$ cat src/rtl/oled_init_seq_if.sv
// Byte stream channel from the OLED init sequencer to the serial byte writer.
// A byte transfers on any cycle where cmd_valid and cmd_ready are both high.
interface oled_init_seq_if;
  logic       cmd_valid;
  logic [7:0] cmd_data;
  logic       cmd_dc;
  logic       cmd_ready;

  modport master (output cmd_valid, output cmd_data, output cmd_dc, input cmd_ready);
  modport slave  (input cmd_valid, input cmd_data, input cmd_dc, output cmd_ready);
endinterface

$ cat src/rtl/oled_init_seq.sv
// SSD1306 128x64 init sequencer: optional panel reset pulse, then the fixed command table.
// Define OLED_INIT_RESET_PULSE_EN to include the reset-low / settle phase before the table.
module oled_init_seq #(
  parameter int unsigned CLK_FREQ_HZ = 50000000,
  parameter int unsigned RST_LOW_US  = 10,
  parameter int unsigned RST_WAIT_US = 100,
  parameter int unsigned CMD_NUM     = 25
) (
  input  logic             clk_50m,
  input  logic             rst_n,
  input  logic             init_req,
  output logic             init_finish,
  output logic             oled_res_n,
  oled_init_seq_if.master  cmd
);

  localparam int unsigned IW = 5;
  localparam logic [IW-1:0] LAST_IDX = IW'(CMD_NUM - 1);

  if (CMD_NUM < 1 || CMD_NUM > 25 || CLK_FREQ_HZ < 1000000 ||
      RST_LOW_US < 1 || RST_WAIT_US < 1) begin : g_bad_cfg
    $error("oled_init_seq: illegal parameter set");
  end

`ifdef OLED_INIT_RESET_PULSE_EN
  localparam int unsigned T_LOW  = RST_LOW_US  * (CLK_FREQ_HZ / 1000000);
  localparam int unsigned T_WAIT = RST_WAIT_US * (CLK_FREQ_HZ / 1000000);
  localparam int unsigned TW     = $clog2(T_WAIT + 1);
  localparam logic [TW-1:0] T_LOW_LAST  = TW'(T_LOW - 1);
  localparam logic [TW-1:0] T_WAIT_LAST = TW'(T_WAIT - 1);

  typedef enum logic [2:0] {IDLE, RST_LOW, RST_WAIT, SEND, DONE} state_t;
  logic [TW-1:0] timer;
`else
  typedef enum logic [2:0] {IDLE, SEND, DONE} state_t;
`endif

  state_t        state;
  logic [IW-1:0] index;

  function automatic logic [7:0] cmd_byte(input logic [IW-1:0] i);
    case (i)
      5'd0:  return 8'hAE;  5'd1:  return 8'hD5;  5'd2:  return 8'h80;
      5'd3:  return 8'hA8;  5'd4:  return 8'h3F;  5'd5:  return 8'hD3;
      5'd6:  return 8'h00;  5'd7:  return 8'h40;  5'd8:  return 8'h8D;
      5'd9:  return 8'h14;  5'd10: return 8'h20;  5'd11: return 8'h00;
      5'd12: return 8'hA1;  5'd13: return 8'hC8;  5'd14: return 8'hDA;
      5'd15: return 8'h12;  5'd16: return 8'h81;  5'd17: return 8'hCF;
      5'd18: return 8'hD9;  5'd19: return 8'hF1;  5'd20: return 8'hDB;
      5'd21: return 8'h40;  5'd22: return 8'hA4;  5'd23: return 8'hA6;
      5'd24: return 8'hAF;
      default: return 8'h00;
    endcase
  endfunction

`ifndef OLED_INIT_RESET_PULSE_EN
  assign oled_res_n = 1'b1;
`endif

  always_ff @(posedge clk_50m or negedge rst_n) begin
    if (!rst_n) begin
      state         <= IDLE;
      index         <= '0;
      init_finish   <= 1'b0;
      cmd.cmd_valid <= 1'b0;
      cmd.cmd_data  <= '0;
      cmd.cmd_dc    <= 1'b0;
`ifdef OLED_INIT_RESET_PULSE_EN
      timer         <= '0;
      oled_res_n    <= 1'b1;
`endif
    end else begin
      case (state)
        IDLE: begin
          if (init_req) begin
            index <= '0;
`ifdef OLED_INIT_RESET_PULSE_EN
            state      <= RST_LOW;
            timer      <= '0;
            oled_res_n <= 1'b0;
`else
            state         <= SEND;
            cmd.cmd_valid <= 1'b1;
            cmd.cmd_data  <= cmd_byte('0);
`endif
          end
        end
`ifdef OLED_INIT_RESET_PULSE_EN
        RST_LOW: begin
          if (!init_req) begin
            state      <= IDLE;
            timer      <= '0;
            oled_res_n <= 1'b1;
          end else if (timer == T_LOW_LAST) begin
            state      <= RST_WAIT;
            timer      <= '0;
            oled_res_n <= 1'b1;
          end else begin
            timer <= timer + TW'(1);
          end
        end
        RST_WAIT: begin
          if (!init_req) begin
            state <= IDLE;
            timer <= '0;
          end else if (timer == T_WAIT_LAST) begin
            state         <= SEND;
            timer         <= '0;
            cmd.cmd_valid <= 1'b1;
            cmd.cmd_data  <= cmd_byte('0);
          end else begin
            timer <= timer + TW'(1);
          end
        end
`endif
        SEND: begin
          // A dropped request only takes effect once the presented byte has been accepted.
          if (cmd.cmd_ready) begin
            if (!init_req) begin
              state         <= IDLE;
              cmd.cmd_valid <= 1'b0;
            end else if (index == LAST_IDX) begin
              state         <= DONE;
              cmd.cmd_valid <= 1'b0;
              init_finish   <= 1'b1;
            end else begin
              index        <= index + IW'(1);
              cmd.cmd_data <= cmd_byte(index + IW'(1));
            end
          end
        end
        DONE: begin
          if (!init_req) begin
            state       <= IDLE;
            init_finish <= 1'b0;
          end
        end
        default: state <= IDLE;
      endcase
    end
  end

endmodule

$ cat src/flat_wrapper.sv
// flat-port wrapper written by rule: the top's interface ports become plain ports
module oled_init_seq_flat 
#(
  parameter int unsigned CLK_FREQ_HZ = 50000000,
  parameter int unsigned RST_LOW_US  = 10,
  parameter int unsigned RST_WAIT_US = 100,
  parameter int unsigned CMD_NUM     = 25
)
  (clk_50m, rst_n, init_req, init_finish, oled_res_n, cmd_cmd_valid, cmd_cmd_data, cmd_cmd_dc, cmd_cmd_ready);
  oled_init_seq_if cmd_i ();
  input  logic clk_50m;
  input  logic rst_n;
  input  logic init_req;
  output logic init_finish;
  output logic oled_res_n;
  output wire logic [$bits(cmd_i.cmd_valid)-1:0] cmd_cmd_valid;
  output wire logic [$bits(cmd_i.cmd_data)-1:0] cmd_cmd_data;
  output wire logic [$bits(cmd_i.cmd_dc)-1:0] cmd_cmd_dc;
  input wire logic [$bits(cmd_i.cmd_ready)-1:0] cmd_cmd_ready;
  assign cmd_cmd_valid = cmd_i.cmd_valid;
  assign cmd_cmd_data = cmd_i.cmd_data;
  assign cmd_cmd_dc = cmd_i.cmd_dc;
  assign cmd_i.cmd_ready = cmd_cmd_ready;
  oled_init_seq #(.CLK_FREQ_HZ(CLK_FREQ_HZ), .RST_LOW_US(RST_LOW_US), .RST_WAIT_US(RST_WAIT_US), .CMD_NUM(CMD_NUM)) u_core (.clk_50m(clk_50m), .rst_n(rst_n), .init_req(init_req), .init_finish(init_finish), .oled_res_n(oled_res_n), .cmd(cmd_i));
endmodule
$ cat config.mk
export PLATFORM = sky130hd
export DESIGN_NAME = oled_init_seq_flat
export DESIGN_NICKNAME = d
export VERILOG_FILES = /design/src/rtl/oled_init_seq_if.sv /design/src/rtl/oled_init_seq.sv /design/src/flat_wrapper.sv
export SDC_FILE = /design/constraint.sdc
export NUM_CORES = 1
export LEC_CHECK = 0
export CORE_MARGIN = 4
export CORE_UTILIZATION = 50
export DETAILED_ROUTE_END_ITERATION = 8
export HOLD_SLACK_MARGIN = 0.1
export PLACE_DENSITY = 0.69
export SLEW_MARGIN = 20
export SYNTH_ARGS = -nofsm -noshare
export SYNTH_HDL_FRONTEND = slang
export SYNTH_SLANG_ARGS = --single-unit
$ cat constraint.sdc
create_clock -name clk_50m -period 3.4 [get_ports clk_50m]
set_clock_uncertainty 0.1 [all_clocks]
set_input_delay 0.68 -clock clk_50m [delete_from_list [all_inputs] [get_ports clk_50m]]
set_output_delay 0.68 -clock clk_50m [all_outputs]
set_load 0.03 [all_outputs]
# Word-level counts from Yosys, hierarchy flattened
# Memory sizes are Yosys's and may differ from the RTL's.
# Index checks and enable logic that the tools add are counted.
# word_totals
wordCells,50
inputBits,4
output_inout_bits,12
register_bits,18
mem_bits_ro,256
mem_count,1
# memory_table
memory,depth,word_bits,read_ports,rd_clocked_by_memory_dff,write_ports,line_no,text
(name not given),32,8,1,0,0,oled_init_seq.sv:42,case (i)
# classes
reduce_logical,7
mux,26
eq_ne,10
add_sub_neg,1
# ops
operator,count
$mux 8,4
$mux 5,4
$pmux 8 s2,1
$mux 3,5
$ne 2x2->1 const B,5
$pmux 5 s2,1
$reduce_and 5->1,2
$pmux 3 s3,1
$mux 1,8
$reduce_and 4->1,2
$add 5x1->5 const B,1
$eq 5x5->1 const B,1
$pmux 1 s2,2
$reduce_bool 2->1,2
$eq 3x1->1 const B,1
$eq 3x2->1 const B,1
$logic_not 3->1,1
$ne 3x2->1 const B,1
$ne 2x1->1 const B,1

# Depth between registers and ports, before layout
# An unclocked memory read counts as a cell.
# depth
word_depth,6
depth_mapped,10
ltp_nobuf,8

# Worst setup path after synthesis
# OpenSTA, ideal clock, no wires.
# synth_path
path_kind,register to register
startpoint,register u_core.index[0]
endpoint,register u_core.cmd.cmd_data[1]
setup_slack_ns,0.909
t_arrival_ns,2.251
path_stages_with_launch,9
path_buffers,1
setup_ns,0.140
synth_period_minus_slack_ns,2.491
required_ns,3.160
cell_sequence,dfrtp_1 -> ha_1 -> inv_1 -> ha_1 -> buf_2 -> inv_2 -> or3_1 -> a2111oi_1 -> a211oi_1
# synth_via
elab_chain_cells,6
elab_cells_between_ends,9
cone_classes,add/sub: 1; eq/ne: 2; mux: 4; reduce/logical: 1; memory: 1
# synth_rtl
element,line_no,text
"start, declared",oled_init_seq.sv:39,logic [IW-1:0] index;
"start signal, assigned",oled_init_seq.sv:127,index <= index + IW'(1);
$add 5x1->5,oled_init_seq.sv:128,cmd.cmd_data <= cmd_byte(index + IW'(1));
$mem_v2 32x8,--,
$mux 8,oled_init_seq.sv:122,end else if (index == LAST_IDX) begin
$mux 8,oled_init_seq.sv:119,if (!init_req) begin
$mux 8,oled_init_seq.sv:118,if (cmd.cmd_ready) begin
$pmux 8 s2,oled_init_seq.sv:73,case (state)
"end signal, assigned",oled_init_seq.sv:84,cmd.cmd_data <= cmd_byte('0);
"end signal, assigned",oled_init_seq.sv:128,
"end, declared",oled_init_seq_if.sv:9,"modport master (output cmd_valid, output cmd_data, output cmd_dc, input cmd_ready);"
# Several ways; a longest one is shown, not always the timed one. The select of a mux whose other input is x is not followed.
# A chain may end at the register's enable or synchronous reset.

# Final worst setup path
# Same ends and word-level chain as after synthesis.

==> results.json <==
{
  "syn_area_mm2": 0.00137,
  "cts_setup_buffers": 0,
  "rsz0062_at_grt": "false",
  "cp-startpoint": "u_core.index[0]",
  "final_antenna_net_count": 0,
  "clock-root-buffer": "clkbuf_4",
  "final_cell_mix": "nand2_1, dfrtp_1, clkdlybuf4s50_1",
  "start_util": 0.538,
  "worst_pin_slew_ps": 808,
  "syn-mean-instance-area_um2": 8.78,
  "slew_headroom": 0.460,
  "setup_violations": 0,
  "drive_above_1_share": 0.0970,
  "grt_use_total": 0.202,
  "synth_top_area_cell": "dfrtp_1",
  "drc_errors": 0,
  "endpoint_kind": "flop",
  "min_path_type": "reg2reg",
  "die-height_um": 60.3,
  "grt_pass1_vias": 1133,
  "maxSlewViolCount": 0,
  "route.detailed.wl_per_inst_um": 16.9,
  "synthArstFlopShare": 1.00,
  "fp.dieW_um": 60.3,
  "hold_violations": 0,
  "final_common_cell": "nand2_1",
  "synth_seq_area_share": 0.311,
  "maxCapViolations": 0,
  "grt-ovfl-total": 0,
  "cts_tree": "done",
  "ys_seq_elements": 17,
  "dieArea_mm2": 0.00364,
  "synth_cells": 156,
  "holdBufCountCts": 0,
  "synth-adder-area-share": 0.0822,
  "critPathRequiredTime_ps": 3480,
  "synth-xor-area-share": 0.0484,
  "setup.worst_path.class": "reg2reg",
  "synth.area.top_cells": "dfrtp_1, ha_1, nand2_1",
  "drt_wl_total_um": 3290,
  "synth_edf_count": 0,
  "ys_warn_count": 1,
  "synth.mux.area_fraction": 0.0146,
  "run_status": "complete, no violations",
  "antenna_found_initial": 0,
  "ir_worst_vdd_mv": 0.336,
  "synth_top_area_frac": 0.311,
  "dr.pass1.iters": 4,
  "place.port_buffers": 13,
  "cts.clk_slew.worst_paths_ps": 110,
  "vias": 1206,
  "pwr_density_cell_mw_per_mm2": 547,
  "finalCritPeriodShare": 0.777,
  "synth-compound-area-share": 0.275,
  "fin_nets": 179,
  "fp.coreArea_mm2": 0.00254,
  "gp_congestion": 0.927,
  "cts_buffer_depth": 2,
  "ys.flop_type": "dfrtp_1",
  "max_freq_mhz": 379,
  "rows": 18,
  "worstPathMaxFanout": 10,
  "cp-start-kind": "flop",
  "io_pins": 16,
  "via_per_inst": 6.18,
  "critPathArrivalTime_ps": 2720,
  "h-tree-depth": 1,
  "cts_resized": 0,
  "yosysUniqueCellTypes": 52,
  "worstReg2RegStart": "u_core.index[0]",
  "cellLeakagePower_nw": 0.673,
  "synth_top_family_by_area": "compound AO/OA/AOI/OAI gates",
  "hpwl_um": 2360,
  "worstSkewPairLatency_ps": 300,
  "syn-num-nets": 169,
  "area_growth_pct": 10.1,
  "p_total_mw": 0.825,
  "layout_min_cycle_time_ps": 2640,
  "drt_iter0_drc": 72,
  "n_antenna_cell": 0,
  "finalSetupTns_ps": 0,
  "synth-simple-area-share": 0.198,
  "grt_pass1_wl_um": 5620,
  "cts_buffers": 3,
  "grt_max_degree": 19,
  "hp-start": "u_core.state[1]",
  "cts.sinks": 17
}
[critical path, stage by stage (launching register included)]
cell	delay [ps]
dfrtp_1	510
ha_1	390
inv_1	190
ha_1	350
inv_2	80
or3_1	380
a2111oi_1	400
a211oi_1	120
[flip-flops by register name (all words and copies together), names as in the netlist]
register / cells
u_core.index: 5
u_core.init_finish: 1
u_core.cmd.cmd_valid: 1
u_core.state: 2
u_core.cmd.cmd_data: 8
[layer usage]
layer	part of all wire	up-vias	routed length (µm)	global-route usage
met2	0.44	41	1450	0.282
met5	0	-	0	0
met4	0.0088	0	29	0.0538
li1	-	584	-	-
met3	0.067	4	221	0.0319
met1	0.48	577	1580	0.320
[through the flow]
step,instance area (µm²),hold WS (ps),utilization,worst slack [ps],instances
after floorplan,1370,284,-,909,156
after global placement,1480,364,0.582,919,191
after detailed placement,1480,372,0.582,814,191
after CTS,1510,388,0.593,786,195
after global routing,1510,423,0.593,541,195
final,1510,385,0.593,759,195
[kinds of logic (layout without fill, tap and decap cells)]
family / Yosys count / after routing
simple gates: 53 / 53
compound gates: 52 / 52
flops: 17 / 17
buf+inv: 16 / 25
fa+ha+maj: 9 / 9
xor+xnor: 5 / 5
other cells: 2 / 2
mux: 2 / 2
[power by group]
| part | internal (mW) | switching (mW) | leakage [nW] |
|---|---|---|---|
| sequential | 0.239 | 0.0465 | 0.207 |
| combinational | 0.168 | 0.256 | 0.449 |
| clock | 0.0438 | 0.0720 | 0.0177 |
[final timing paths]
path | depth (start not counted) | to | slack, ps
worst max-delay path | 7 | u_core.cmd.cmd_data[1] | 760
worst min-delay path | 1 | u_core.state[0] | 380
worst max register to register | 7 | u_core.cmd.cmd_data[1] | 760
worst min register to register | 1 | u_core.state[0] | 380
max in group asynchronous | 1 | u_core.index[0] | 1960
min in group asynchronous | 1 | u_core.cmd.cmd_data[1] | 740
[cell usage after synthesis, types with 2 or more instances]
cell      instances
buf_6             2
o21ai_0          10
xnor2_2           3
nor2b_1           2
a31oi_1           3
inv_1             6
o21ai_1           2
nand3_1           6
nand2_1          20
nor3_1            3
buf_2             3
nor2_1            9
mux2i_1           2
and3_1            2
dfrtp_1          17
o211ai_1          3
o32a_1            2
a21o_1            3
buf_4             3
conb_1            2
a211oi_1          5
ha_1              9
a21oi_1           7
o22ai_1           2
nand2b_1          3
[area by class of cell]
type,count,area [µm²]
multi-input cells,123,855
well taps,30,37.5
flip-flops and latches,17,425
fillers,212,1040
clock buffers,3,22.5
clock inverters,1,5.00
repair buffers,14,138
inverters,7,26.3
Note: power is estimated with default switching activity, not from simulation.
